--- config.mk ---
export PLATFORM = sky130hd
export DESIGN_NAME = seq_modarith_unit
export DESIGN_NICKNAME = d
export VERILOG_FILES = /design/src/rtl/seq_modarith_unit.sv
export SDC_FILE = /design/constraint.sdc
export NUM_CORES = 1
export LEC_CHECK = 0
export CAP_MARGIN = 20
export CELL_PAD_IN_SITES_DETAIL_PLACEMENT = 0
export CELL_PAD_IN_SITES_GLOBAL_PLACEMENT = 1
export CORE_MARGIN = 1
export CORE_UTILIZATION = 40
export DETAILED_ROUTE_END_ITERATION = 10
export PLACE_DENSITY_LB_ADDON = 0.25
export SYNTH_ARGS = -nofsm -noshare
export SYNTH_HDL_FRONTEND = slang
export SYNTH_SLANG_ARGS = --single-unit
--- constraint.sdc ---
create_clock -name clk -period 5.4 [get_ports clk]
set_input_delay 1.62 -clock clk [delete_from_list [all_inputs] [get_ports clk]]
set_output_delay 1.62 -clock clk [all_outputs]
set_load 0.02 [all_outputs]
--- src/rtl/seq_modarith_unit.sv ---
// -----------------------------------------------------------------------------
// seq_modarith_unit
//   Multi-cycle modular-arithmetic engine. One operation per start/done
//   transaction: MOD, GCD, MODMUL, MODEXP, FERMAT. Division (restoring) and
//   multiplication (Blakley interleaved) advance one bit per clock, so no wide
//   combinational divider or multiplier is built.
//
// Ports
//   clk     in   clock, all state updates on posedge
//   rst     in   asynchronous active-high reset
//   start   in   request, sampled only while busy=0
//   op      in   0=MOD 1=GCD 2=MODMUL 3=MODEXP 4=FERMAT, 5-7 illegal
//   a       in   operand A (base for MODEXP/FERMAT)
//   b       in   operand B (exponent for MODEXP)
//   m       in   modulus (unused by GCD)
//   busy    out  operation in flight
//   done    out  one-cycle pulse, result/err valid in that cycle
//   err     out  illegal op or invalid modulus, held until next accept
//   result  out  result, held until the next operation completes
// -----------------------------------------------------------------------------
module seq_modarith_unit #(
    parameter int WIDTH = 8
) (
    input  logic             clk,
    input  logic             rst,
    input  logic             start,
    input  logic [2:0]       op,
    input  logic [WIDTH-1:0] a,
    input  logic [WIDTH-1:0] b,
    input  logic [WIDTH-1:0] m,
    output logic             busy,
    output logic             done,
    output logic             err,
    output logic [WIDTH-1:0] result
);
    localparam int CW = $clog2(WIDTH + 1);

    localparam logic [2:0] OP_MOD    = 3'd0;
    localparam logic [2:0] OP_GCD    = 3'd1;
    localparam logic [2:0] OP_MODMUL = 3'd2;
    localparam logic [2:0] OP_FERMAT = 3'd4;

    typedef enum logic [2:0] {
        S_IDLE, S_CHECK, S_RED, S_GCD, S_MM, S_EXPCTL, S_FIN
    } state_t;

    state_t state, state_nxt;

    logic [2:0]       op_q;
    logic [WIDTH-1:0] a_q, b_q, m_q;
    logic [WIDTH:0]   rem;
    logic [WIDTH-1:0] dq, ar;
    logic [CW-1:0]    cnt;
    logic [WIDTH-1:0] mm_acc, mm_x, mm_y;
    logic [WIDTH-1:0] e_q;
    logic [CW-1:0]    ebits;
    logic             mul_ph;
    logic [WIDTH-1:0] u, v;
    logic [CW-1:0]    k;
    logic             gcd_loop;

    // Subtract the modulus once if the value is not already reduced.
    function automatic logic [WIDTH:0] cond_sub(input logic [WIDTH:0] t,
                                                input logic [WIDTH-1:0] md);
        return (t >= {1'b0, md}) ? t - {1'b0, md} : t;
    endfunction

    // One Blakley step: acc' = (2*acc + ybit*x) mod md, with acc, x < md.
    function automatic logic [WIDTH-1:0] blakley_step(input logic [WIDTH-1:0] acc,
                                                      input logic [WIDTH-1:0] x,
                                                      input logic             ybit,
                                                      input logic [WIDTH-1:0] md);
        logic [WIDTH:0] t;
        t = cond_sub({acc, 1'b0}, md);
        if (ybit)
            t = t + {1'b0, x};
        t = cond_sub(t, md);
        return t[WIDTH-1:0];
    endfunction

    logic             accept, chk_err, cnt_last, exp_fin, gcd_fin;
    logic [WIDTH:0]   rem_nxt;
    logic [WIDTH-1:0] mm_res, ar_nxt, exp_one;

    assign accept   = start && (state == S_IDLE || state == S_FIN);
    assign chk_err  = (op_q > OP_FERMAT) ||
                      (op_q != OP_GCD && m_q == '0) ||
                      (op_q == OP_FERMAT && m_q < WIDTH'(2));
    assign cnt_last = (cnt == CW'(WIDTH - 1));
    // Partial remainder shifted left with the next dividend bit brought in.
    assign rem_nxt  = cond_sub((rem << 1) | {{WIDTH{1'b0}}, dq[WIDTH-1]}, m_q);
    assign ar_nxt   = rem_nxt[WIDTH-1:0];
    assign mm_res   = blakley_step(mm_acc, mm_x, mm_y[WIDTH-1], m_q);
    assign exp_one  = (m_q == WIDTH'(1)) ? '0 : WIDTH'(1);
    // An exponent bit is complete after its square (bit=0) or its multiply.
    assign exp_fin  = (mul_ph || !e_q[WIDTH-1]) && (ebits == CW'(1));
    assign gcd_fin  = (!gcd_loop && (u == '0 || v == '0)) || (gcd_loop && v == '0);

    assign busy = (state != S_IDLE) && (state != S_FIN);
    assign done = (state == S_FIN);

    always_ff @(posedge clk or posedge rst) begin
        if (rst)
            state <= S_IDLE;
        else
            state <= state_nxt;
    end

    always_comb begin
        state_nxt = state;
        case (state)
            S_IDLE:   if (start) state_nxt = S_CHECK;
            S_CHECK: begin
                if (chk_err)             state_nxt = S_FIN;
                else if (op_q == OP_GCD) state_nxt = S_GCD;
                else                     state_nxt = S_RED;
            end
            S_RED: begin
                if (cnt_last) begin
                    if (op_q == OP_MOD)         state_nxt = S_FIN;
                    else if (op_q == OP_MODMUL) state_nxt = S_MM;
                    else                        state_nxt = S_EXPCTL;
                end
            end
            S_MM:     if (cnt_last) state_nxt = S_FIN;
            S_EXPCTL: if (cnt_last && exp_fin) state_nxt = S_FIN;
            S_GCD:    if (gcd_fin) state_nxt = S_FIN;
            S_FIN:    state_nxt = start ? S_CHECK : S_IDLE;
            default:  state_nxt = S_IDLE;
        endcase
    end

    always_ff @(posedge clk or posedge rst) begin
        if (rst) begin
            op_q <= '0; a_q <= '0; b_q <= '0; m_q <= '0;
            rem <= '0; dq <= '0; ar <= '0; cnt <= '0;
            mm_acc <= '0; mm_x <= '0; mm_y <= '0;
            e_q <= '0; ebits <= '0; mul_ph <= 1'b0;
            u <= '0; v <= '0; k <= '0; gcd_loop <= 1'b0;
            err <= 1'b0; result <= '0;
        end else begin
            if (accept) begin
                op_q <= op; a_q <= a; b_q <= b; m_q <= m;
                err  <= 1'b0;
            end
            case (state)
                S_CHECK: begin
                    cnt <= '0; rem <= '0; dq <= a_q;
                    u <= a_q; v <= b_q; k <= '0; gcd_loop <= 1'b0;
                    if (chk_err) begin
                        err    <= 1'b1;
                        result <= '0;
                    end
                end
                S_RED: begin
                    rem <= rem_nxt;
                    dq  <= dq << 1;
                    cnt <= cnt + CW'(1);
                    if (cnt_last) begin
                        ar     <= ar_nxt;
                        cnt    <= '0;
                        mm_acc <= '0;
                        mul_ph <= 1'b0;
                        if (op_q == OP_MOD) begin
                            result <= ar_nxt;
                        end else if (op_q == OP_MODMUL) begin
                            mm_x <= ar_nxt;
                            mm_y <= b_q;
                        end else begin
                            // First pass squares acc = 1 mod m; leading zeros still cost a square.
                            mm_x  <= exp_one;
                            mm_y  <= exp_one;
                            e_q   <= (op_q == OP_FERMAT) ? m_q - WIDTH'(1) : b_q;
                            ebits <= CW'(WIDTH);
                        end
                    end
                end
                S_MM: begin
                    mm_acc <= mm_res;
                    mm_y   <= mm_y << 1;
                    cnt    <= cnt + CW'(1);
                    if (cnt_last)
                        result <= mm_res;
                end
                S_EXPCTL: begin
                    mm_acc <= mm_res;
                    mm_y   <= mm_y << 1;
                    cnt    <= cnt + CW'(1);
                    if (cnt_last) begin
                        cnt    <= '0;
                        mm_acc <= '0;
                        mm_x   <= mm_res;
                        if (!mul_ph && e_q[WIDTH-1]) begin
                            mul_ph <= 1'b1;
                            mm_y   <= ar;
                        end else begin
                            mul_ph <= 1'b0;
                            mm_y   <= mm_res;
                            e_q    <= e_q << 1;
                            ebits  <= ebits - CW'(1);
                            if (exp_fin)
                                result <= (op_q == OP_FERMAT) ?
                                          {{(WIDTH-1){1'b0}}, (mm_res == WIDTH'(1))} : mm_res;
                        end
                    end
                end
                S_GCD: begin
                    if (gcd_fin) begin
                        // One of u/v is zero (or v is zero in the loop), so u|v is the odd gcd part.
                        result <= (u | v) << k;
                    end else if (!gcd_loop) begin
                        if (!u[0] && !v[0]) begin
                            u <= u >> 1;
                            v <= v >> 1;
                            k <= k + CW'(1);
                        end else if (!u[0]) begin
                            u <= u >> 1;
                        end else begin
                            gcd_loop <= 1'b1;
                        end
                    end else begin
                        // u stays odd; swap and subtract are folded into one step.
                        if (!v[0]) begin
                            v <= v >> 1;
                        end else if (u > v) begin
                            u <= v;
                            v <= u - v;
                        end else begin
                            v <= v - u;
                        end
                    end
                end
                default: ;
            endcase
        end
    end
endmodule
* Yosys cells after proc, flatten, opt, wreduce, memory -nomap -nowiden
Cells that the tools add are included.
** Storage, ports and cells
- Bits in registers :: 125
- Bits in latches :: 0
- Bits in writable memories :: 0
- ROM bits :: 0
- Output and inout bits :: 11
- Memories :: 0
** Operators by class
- $add $sub $neg :: 10
- Multipliers :: 0
- Divide/modulo/power cells :: 0
- Magnitude comparators :: 6
- Eq/ne operators :: 34
- Shifts and indexed selects :: 1
- Mux-type cells :: 85
- Bitwise gates (word level) :: 2
- Reduce and logical (&&, ||, !) cells :: 47
** Operators by type and width (number)
- two-way mux 8 bit :: 38
- case mux 8 bit (2 select lines) :: 6
- case mux 8 bit (3 select lines) :: 2
- case mux 8 bit (5 select lines) :: 1
- two-way mux 4 bit :: 9
- subtractor 8 bit :: 4
- inequality test 2 bit (second input constant) :: 15
- >= comparator 9 x 8 -> 1 bit :: 3
- zero test 8 bit :: 3
- case mux 3 bit (7 select lines) :: 1
- two-way mux 3 bit :: 6
- two-way mux 9 bit :: 2
- equality test 8 x 1 -> 1 bit (second input constant) :: 2
- case mux 4 bit (2 select lines) :: 2
- two-way mux 1 bit :: 14
- equality test 3 bit (second input constant) :: 4
- inequality test 3 bit (second input constant) :: 4
- case mux 4 bit (3 select lines) :: 1
- AND reduction 4 bit :: 3
- logical AND 1 bit :: 10
- AND reduction 5 bit :: 2
- adder 9 x 8 -> 9 bit :: 1
- equality test 3 x 2 -> 1 bit (second input constant) :: 3
- bitwise OR 9 x 1 -> 9 bit :: 1
- other kinds (27) :: 48

* Depth between registers and ports, before layout
Gate-level depths: netlist of run 1.
- Depth after elaboration :: 12
- Depth in mapped cells :: 28

* Worst setup path after synthesis of run 1
OpenSTA, ideal clock, no wires.
- Kind :: register to register
- Start :: register m_q[1]
- End :: register mm_y[0]
- Setup time :: 0.076 ns
- Arrival time :: 5.245 ns
- Slack :: 0.079 ns
- Stages on the path, launching flop included :: 24
- Cell sequence :: dfrtp_1 inv_1 ha_1 ha_1 nand3_1 nor2_1 a2111oi_4 nand2_1 mux2_2 inv_2 fa_1 xnor2_1 a211o_1 ha_1 o21a_1 o31a_1 o31a_1 o221a_2 nor2_1 nand2_2 buf_6 mux2_4 o21a_1 o21ai_2
** Between the ends
- Word-level cells in the longest chain between the ends :: 9
** RTL lines
- start, declared :: line 50 : logic [WIDTH-1:0] a_q, b_q, m_q;
- start signal, assigned :: line 135 : op_q <= '0; a_q <= '0; b_q <= '0; m_q <= '0;
- start signal, assigned :: line 143 : op_q <= op; a_q <= a; b_q <= b; m_q <= m;
- subtractor 9 x 8 -> 9 bit / >= comparator 9 x 8 -> 1 bit (equally long branches) :: line 65 : return (t >= {1'b0, md}) ? t - {1'b0, md} : t;
- two-way mux 9 bit :: line 65
- adder 9 x 8 -> 9 bit :: line 76 : t = t + {1'b0, x};
- two-way mux 9 bit :: line 75 : if (ybit)
- >= comparator 9 x 8 -> 1 bit / subtractor 8 bit (equally long branches) :: line 65
- two-way mux 8 bit :: line 65
- two-way mux 8 bit :: line 193 : if (!mul_ph && e_q[WIDTH-1]) begin
- two-way mux 8 bit :: line 189 : if (cnt_last) begin
- case mux 8 bit (3 select lines) (*) :: line 146 : case (state)
- end signal, assigned :: line 187 : mm_y <= mm_y << 1;
- end signal, assigned :: line 195 : mm_y <= ar;
- end signal, assigned :: line 198 : mm_y <= mm_res;
- end, declared :: line 54 : logic [WIDTH-1:0] mm_acc, mm_x, mm_y;
Every way passes the cells marked *; elsewhere a longest branch is shown, timed or not. The select of a mux whose other input is x is not followed.
A chain may end at the register's enable or synchronous reset.

* Worst setup path in the final report of run 1
- Start :: register m_q[1]
- End :: register mm_y[7]
** Between the ends
- Word-level cells in the longest chain between the ends :: 9
** RTL lines (line)
- subtractor 9 x 8 -> 9 bit / >= comparator 9 x 8 -> 1 bit (equally long branches) :: 65
- two-way mux 9 bit :: 65
- adder 9 x 8 -> 9 bit :: 76
- two-way mux 9 bit :: 75
- subtractor 8 bit / >= comparator 9 x 8 -> 1 bit (equally long branches) :: 65
- two-way mux 8 bit (*) :: 65
- two-way mux 8 bit (*) :: 193
- two-way mux 8 bit (*) :: 189
- case mux 8 bit (3 select lines) (*) :: 146
Every way passes the cells marked *; elsewhere a longest branch is shown, timed or not.

==> results of run 1 <==
Yosys cell counts (5+ instances only):
library cell  number
dfrtp_1          125
nand2_1          120
o21ai_0           92
nor2_1            84
a21oi_1           79
ha_1              63
inv_1             46
clkbuf_1          34
mux2_2            29
mux2i_1           28
xnor2_1           28
nor3_1            20
o211ai_1          20
nand3_1           18
a211oi_1          14
o21a_1            13
nand2b_1          12
nor2b_1           11
a22o_1             9
nand4_1            9
o21ai_1            9
a22oi_1            8
a31oi_1            8
o21bai_1           8
nor4_1             7
o31ai_1            7
a21o_1             6
and2_1             6
fa_1               6
xor2_1             6
mux2_4             5
or2_2              5
or3_1              5
timing repair:
item	4_1_cts	5_1_grt
endpoints found under the setup margin	1	32
hold endpoints to repair	0	0
gates cloned	0	1
pin swaps	0	5
gates resized for setup	2	12
setup buffers	0	4
worst max-delay path, stage by stage, from the launching register on:
cell and delay, ns:
dfrtp_1 0.34, inv_1 0.06, ha_1 0.32, ha_1 0.19
nand3_1 0.09, nor2_1 0.08, a2111oi_4 0.39, nand2_1 0.14
mux2_2 0.32, ha_1 0.28, a21o_1 0.22, a21oi_2 0.15
xnor2_1 0.12, nand2_1 0.07, o211ai_1 0.17, ha_1 0.33
o21a_1 0.12, o31a_1 0.12, o31a_1 0.28, o221a_2 0.27
nor2_4 0.13, nand2_4 0.12, mux2i_4 0.26, a211o_1 0.32
a32oi_1 0.16
stage by stage:
step	instances	utilization, %
floorplan	1024	-
global placement	1337	45.0
detailed placement	1337	45.0
finish	1375	48.1
CTS	1369	47.7
global route	1375	48.1
how the worst min path moves through the flow:
stage	endpoint	slack, ns	depth (start not counted)	from
6_report	dq[5]	0.48	2	dq[4]
5_1_grt	mm_y[6]	0.52	2	mm_y[6]
4_1_cts	dq[5]	0.48	2	dq[4]
3_5_place_dp	dq[5]	0.47	2	dq[4]
3_3_place_gp	e_q[2]	0.46	2	e_q[2]
2_1_floorplan	ar[1]	0.45	2	ar[1]
routing by layer:
layer / global-route usage [%] / vias to the layer above / part of all wire [%]
li1: - / 3825 / -
met1: 32.1 / 3773 / 47
met2: 38.8 / 160 / 46
met3: 3.65 / 44 / 3.8
met4: 8.79 / 0 / 3.0
met5: 0 / - / 0
cell families (layout without fill, tap and decap cells):
| group | count (synthesis) | in the layout | synth area share, % |
|---|---|---|---|
| XOR/XNOR | 34 | 34 | 3.31 |
| AND/OR/NAND/NOR | 315 | 316 | 16.0 |
| multiplexers | 66 | 66 | 8.47 |
| AO/OA/AOI/OAI | 322 | 322 | 23.3 |
| buffers and inverters | 93 | 163 | 4.14 |
| adder cells (fa/ha/maj) | 69 | 69 | 10.1 |
| flip-flops | 125 | 125 | 34.7 |
final cells by class:
type                            count  area (sq um)
Fill cell                        2111         11400
Multi-Input combinational cell    807          5580
Sequential cell                   125          3130
Timing Repair Buffer               82           728
Clock buffer                       18           429
Tap cell                          280           350
Inverter                           49           186
Clock inverter                     14           159
state kept, by name, indices dropped and copies added, names as in the netlist, 3 cells and up:
name    flops
a_q         8
ar          8
b_q         8
dq          8
e_q         8
m_q         8
mm_acc      8
mm_x        8
mm_y        8
rem         8
result      8
u           8
v           8
cnt         4
ebits       4
k           4
op_q        3
state       3
==> impl_metrics.yaml, run 1 <==
status:
  run_status: "finished with violations"
  violations: "design-rule violations"
floorplan:
  die_h_um: 152
  boundaryPins: 41
  core_area_sq_um: 22000
  initial_utilization_pct: 41.0
  die_w_um: 152
  die_area_sq_um: 23100
  row_count: 54
synth:
  ys_ff_latch: 125
  synth_seq_area_share_pct: 34.7
  async_flop_share_pct: 100
  synth_top_flop_cell: "dfrtp_1"
  netlist.top_cell.by_area: "dfrtp_1"
  synth_area_sq_um: 9010
  yosys_warnings: 0
  synth_edf_count: 0
  syn-num-nets: 1123
  syn_inst: 1024
  synth.distinct_cells: 79
  synth_top_area_share_pct: 34.7
  ys_top_cells_by_area: "dfrtp_1, ha_1, o21ai_0"
  syn-mean-instance-area_sq_um: 8.80
job:
  maxCapViolations: 0
finish:
  syn_to_final_growth_pct: 17.2
  mostFrequentLayoutCell: "dfrtp_1"
  finish.net_count: 1181
  fin_area_sq_um: 10600
  mostFrequentLayoutCells: "dfrtp_1, nand2_1, o21ai_0, nor2_1, a21oi_1"
  diodes: 0
  drive_above_1_share_pct: 13.2
global_routing:
  first_global_vias: 7584
  antenna_found_initial: 0
  grt.overflow.total: 0
  grtUsageTotal_pct: 23.8
  grt_pass1_wl_um: 42900
  grt_max_degree: 69
timing:
  finalCritPeriodShare_pct: 95.8
  final.setup.tns_ns: 0
  fin_ws_ns: 0.225
  min_period_ns: 5.17
  hold_slack_ns: 0.483
  max_slew_margin_pct: 31.5
  hold_viol: 0
  final-setup-viol-count: 0
  drv_slew: 0
  worst_slew_pin_slew_ns: 1.03
  fmax_mhz: 193
  finClkSkew_ns: 0.0102
setup_path:
  rr_startpoint: "m_q[1]"
  required_ns: 5.73
  ff2ff_path_depth: 24
  worst_ep_arrival_time_ns: 5.51
  crit_path_end: "mm_y[7]"
  end_kind: "flop"
  cp-start-kind: "flop"
  crit_type: "reg -> reg"
  rrSetupSlack_ns: 0.23
  worstPathMaxFanout: 6
  reg2reg_to: "mm_y[7]"
  startpoint: "m_q[1]"
clock_tree:
  htree_levels: 4
  clock_sinks: 125
  clk_pin_slew_worst_paths_ns: 0.06
  clockRootBuffer: "clkbuf_16"
  clk_latency_ns: 0.42
  cts_made_buffers: 17
  clockBufferDepth: 2
  cts_hold_buf: 0
  cts_tree: "yes"
detailed_routing:
  firstDrtPassIters: 8
  drt-initial-drc-count: 448
  post-route-drc-count: 10
  final_antenna_net_count: 0
  totalWireLength_um: 26400
  dr_total_vias: 7802
  avgRoutedWirePerCell_um: 19.2
  via_per_inst: 5.67
placed_design:
  port_buffers: 40
  place_area_sq_um: 9870
  place_congestion: 0.896
  dp_slack_ns: 0.00274
  hpwlAfterDp_um: 20000
min_path:
  min_path_type: "reg -> reg"
Power of run 1 is left out: the tool's default activity adds up to more than one toggle a clock period on the data nets, which glitch-free logic cannot reach.
==> inputs of run 2 (changes only) <==
- GPL_TIMING_DRIVEN: default -> 0
- clock period: 5.4 -> 4.8 ns (I/O delays scaled with it)
==> impl_metrics.yaml, run 2 (synthesized netlist as in run 1, its figures left out) <==
status:
  run_status: "finished with violations"
  violations: "design-rule violations, negative setup slack"
global_routing:
  grt_pass1_wl_um: 45400
  busiest_layer: "met2"
  grt_max_degree: 39
  antenna_found_initial: 0
  grt.overflow.total: 0
  use_met1_pct: 32.7
  grt_use_met3_pct: 3.88
  grtUsageTotal_pct: 25.2
  grt_util_met2_pct: 42.4
  first_global_vias: 8117
finish:
  mostFrequentLayoutCell: "dfrtp_1"
  drive_above_1_share_pct: 19.0
  mostFrequentLayoutCells: "dfrtp_1, nand2_1, nor2_1, o21ai_0, a21oi_1"
  finish.net_count: 1240
  fill_cells: 2059
  syn_to_final_growth_pct: 25.7
  diodes: 0
setup_path:
  crit_type: "reg -> reg"
  cpMaxStageDelayCell: "dfrtp_1"
  cp.buffers_inverters: 4
  cp-start-kind: "flop"
  end_kind: "flop"
  slowest_delay_ns: 0.41
  worst_ep_arrival_time_ns: 5.49
  worstPathMaxFanout: 6
  required_ns: 5.13
  cp_cell_sequence: "clkinvlp_4, ha_4, nand4_1, nor2_4, a2111oi_4, and2_1, buf_6, nor2_4, ha_4, inv_2, fa_2, xnor2_1, a211o_1, ha_4, o21a_1, o31a_1, o31a_1, o221a_4, nor2_4, nand2_4, buf_6, mux2i_4, a211o_1, a32oi_1"
  critPathTopFamily: "compound AO/OA/AOI/OAI gates"
clock_tree:
  cts_tree: "yes"
  cts_made_buffers: 17
  clock_sinks: 125
  clockRootBuffer: "clkbuf_16"
  htree_levels: 4
  clk_pin_slew_worst_paths_ns: 0.06
  clk_latency_ns: 0.43
  cts_hold_buf: 0
  clockBufferDepth: 2
floorplan:
  initial_utilization_pct: 41.0
  die_w_um: 152
  die_h_um: 152
  core_area_sq_um: 22000
  row_count: 54
  boundaryPins: 41
  die_area_sq_um: 23100
timing:
  rsz0062_at_grt: "yes"
  hold_viol: 0
  min_period_ns: 5.16
  fmax_mhz: 194
  drv_slew: 0
  max_slew_margin_pct: 41.7
  fin_ws_ns: -0.363
  finalCritPeriodShare_pct: 108
  final-setup-viol-count: 32
  finClkSkew_ns: 0.0134
  worst_slew_pin_slew_ns: 0.872
detailed_routing:
  drt-initial-drc-count: 459
  totalWireLength_um: 28200
  avgRoutedWirePerCell_um: 19.6
  via_per_inst: 5.67
  firstDrtPassIters: 7
  post-route-drc-count: 4
  dr_total_vias: 8130
  final_antenna_net_count: 0
placed_design:
  place_congestion: 0.870
  hpwlAfterDp_um: 20700
  dp_slack_ns: -0.945
  port_buffers: 40
min_path:
  min_path_type: "reg -> reg"
job:
  maxCapViolations: 0
## run 2: cell types whose count changed in the layout (fill, tap and decap cells not counted), moves of 9 or more
cell and delta:
clkbuf_1 +33, ha_4 +13, o21ai_0 -13, ha_1 -12, buf_4 +11, inv_1 -9
o21ai_1 +9
## run 2: layer usage
layer / part of all wire (%) / routed length, um
met5: 0 / 0
met3: 3.1 / 874
met1: 45 / 12800
met2: 48 / 13700
met4: 3.0 / 850
## run 2: final timing paths
kind,startpoint,endpoint,slack [ns],cells after the start
hold reg to reg,ar[6],ar[6],0.48,2
setup reg to reg,m_q[7],mm_y[7],-0.36,24
max in group asynchronous,rst,v[4],2.71,3
hold / removal,ar[6],ar[6],0.48,2
min in group asynchronous,rst,ebits[1],1.47,2
setup / recovery,m_q[7],mm_y[7],-0.36,24
## run 2: cell type report
class	instances	area (sq um)	share of cell area, %
multi-input cells	806	5940	52.4
flip-flops and latches	125	3130	27.7
repair buffers	99	912	8.06
clock buffers	18	439	3.88
well taps	280	350	3.09
inverters	49	211	1.87
plain buffers	43	191	1.69
clock inverters	14	148	1.30
## run 2: worst register-to-register path, cell delays in order, from the launching register on
cell and delay (ns):
dfrtp_1 0.41, clkinvlp_4 0.17, ha_4 0.32, nand4_1 0.18, nor2_4 0.20, a2111oi_4 0.07
and2_1 0.19, buf_6 0.13, nor2_4 0.09, ha_4 0.14, inv_2 0.04, fa_2 0.39
xnor2_1 0.16, a211o_1 0.37, ha_4 0.26, o21a_1 0.19, o31a_1 0.14, o31a_1 0.29
o221a_4 0.27, nor2_4 0.11, nand2_4 0.10, buf_6 0.16, mux2i_4 0.21, a211o_1 0.31
a32oi_1 0.18
## run 2: what timing repair did
action	4_1_cts	5_1_grt
setup endpoints to repair	32	32
buffers inserted	43	12
cloned	1	0
pin swaps	34	49
gates resized for setup	61	32
## run 2: metrics by stage
step	cell area, sq um	cells	util [%]	hold slack, ns	TNS, ns
2_1_floorplan	9130	1024	-	0.449	-0.766
3_3_place_gp	9880	1344	45.0	0.462	-26.76
3_5_place_dp	9940	1347	45.3	0.466	-26.71
4_1_cts	11100	1422	50.6	0.483	-8.41
5_1_grt	11300	1434	51.5	0.502	-13.95
6_report	11300	1434	51.5	0.480	-8.56
Power of run 2 is left out for the same reason.
==> inputs of run 3 (changes only) <==
--- a/config.mk
+++ b/config.mk
@@ -10,3 +10,3 @@
 export CELL_PAD_IN_SITES_GLOBAL_PLACEMENT = 1
-export CORE_MARGIN = 1
+export CORE_MARGIN = 3
 export CORE_UTILIZATION = 40
--- a/constraint.sdc
+++ b/constraint.sdc
@@ -3,2 +3,2 @@
 set_output_delay 1.44 -clock clk [all_outputs]
-set_load 0.02 [all_outputs]
+set_load 0.01 [all_outputs]
==> impl_metrics.yaml, run 3 (synthesized netlist as in run 1, its figures left out) <==
status:
  run_status: "finished with violations"
  violations: "negative setup slack"
timing:
  final-setup-viol-count: 32
  finClkSkew_ns: 0.00899
  hold_viol: 0
  max_slew_margin_pct: 36.5
  drv_slew: 0
  final.setup.tns_ns: -10.38
  min_period_ns: 5.21
  worst_slew_pin_slew_ns: 0.951
  rsz0062_at_grt: "yes"
  fmax_mhz: 192
  hold_slack_ns: 0.483
  finalCritPeriodShare_pct: 109
  fin_ws_ns: -0.414
clock_tree:
  clockRootBuffer: "clkbuf_16"
  cts_made_buffers: 17
  htree_levels: 4
  clockBufferDepth: 2
  clk_latency_ns: 0.42
  clock_sinks: 125
  cts_tree: "yes"
  clk_pin_slew_worst_paths_ns: 0.07
floorplan:
  die_h_um: 156
  core_area_sq_um: 22000
  die_w_um: 156
  initial_utilization_pct: 41.0
  row_count: 54
  die_area_sq_um: 24400
  boundaryPins: 41
finish:
  regArea_sq_um: 3130
  mostFrequentLayoutCells: "dfrtp_1, nand2_1, nor2_1, o21ai_0, a21oi_1"
  finish.net_count: 1238
  syn_to_final_growth_pct: 24.9
  multi_input_area_sq_um: 5870
  mostFrequentLayoutCell: "dfrtp_1"
  drive_above_1_share_pct: 18.8
  diodes: 0
  fin_cells: 1432
  fill_cells: 2068
min_path:
  min_path_type: "reg -> reg"
  hold_depth: 2
detailed_routing:
  avgRoutedWirePerCell_um: 19.9
  post-route-drc-count: 0
  dr_total_vias: 8088
  drt-initial-drc-count: 522
  final_antenna_net_count: 0
  firstDrtPassIters: 5
  totalWireLength_um: 28400
  via_per_inst: 5.65
setup_path:
  cp-start-kind: "flop"
  worstPathMaxFanout: 5
  worst_ep_arrival_time_ns: 5.50
  startpoint: "m_q[5]"
  required_ns: 5.09
  rr_startpoint: "m_q[5]"
  ff2ff_path_depth: 23
  end_kind: "flop"
  reg2reg_to: "mm_y[5]"
  crit_type: "reg -> reg"
  crit_path_end: "mm_y[5]"
  rrSetupSlack_ns: -0.41
placed_design:
  dp.cells: 1347
  dp_slack_ns: -0.967
  place_congestion: 0.898
  port_buffers: 40
  hpwlAfterDp_um: 20900
global_routing:
  grtUsageTotal_pct: 24.1
  first_global_vias: 8281
  antenna_found_initial: 0
  grt.overflow.total: 0
  grt_pass1_wl_um: 46200
  grt_max_degree: 41
job:
  maxCapViolations: 0
[run 3: per-stage QoR]
stage                     utilization, %  cell area (sq um)
after floorplan                        -               9130
after global placement              45.0               9880
after detailed placement            45.3               9940
after CTS                           50.7              11100
after global routing                51.2              11200
final                               51.2              11200
[run 3: layer usage]
metal	GRT usage, %	share of wire, %	vias to the layer above
met5	0	0	-
met4	8.37	3.3	0
li1	-	-	3954
met3	3.63	3.9	59
met2	40.7	48	191
met1	31.5	44	3884
[run 3: area by class of cell]
type	count	share of cell area [%]
multi-input combinational	806	52.2
sequential	125	27.9
timing repair buffer	97	7.98
clock buffer	18	3.91
tap	280	3.12
inverter	49	1.89
buffer	43	1.70
clock inverter	14	1.32
[run 3: worst min-delay path by stage]
stage                 from      to  slack [ns]
global route        e_q[1]  e_q[1]        0.51
floorplan            ar[1]   ar[1]        0.45
detailed placement  e_q[0]  e_q[0]        0.47
finish              e_q[1]  e_q[1]        0.48
CTS                 e_q[0]  e_q[0]        0.48
global placement    e_q[1]  e_q[1]        0.46
[run 3: timing repair]
item                       4_1_cts  5_1_grt
gates resized for setup         75       14
hold buffers                     0        0
pin swaps                       45       14
buffers inserted                45        8
setup endpoints to repair       32       32
gates cloned                     1        0
[run 3: worst max-delay path, stage by stage (launching register included)]
cell and delay, ns:
dfrtp_1 0.41, clkinvlp_4 0.17, ha_4 0.19, a21o_1 0.19, a2111oi_4 0.49, nand2_2 0.14
mux2_4 0.35, ha_4 0.21, a21o_1 0.19, a21oi_2 0.17, xnor2_2 0.13, nand2_1 0.08
o211ai_1 0.20, ha_1 0.32, o21a_1 0.11, o31a_1 0.13, o31a_1 0.35, o221a_4 0.24
nor2_4 0.11, nand2_4 0.09, buf_8 0.17, mux2_4 0.37, mux2i_1 0.19, o21ai_1 0.08
Power of run 3 is left out for the same reason.
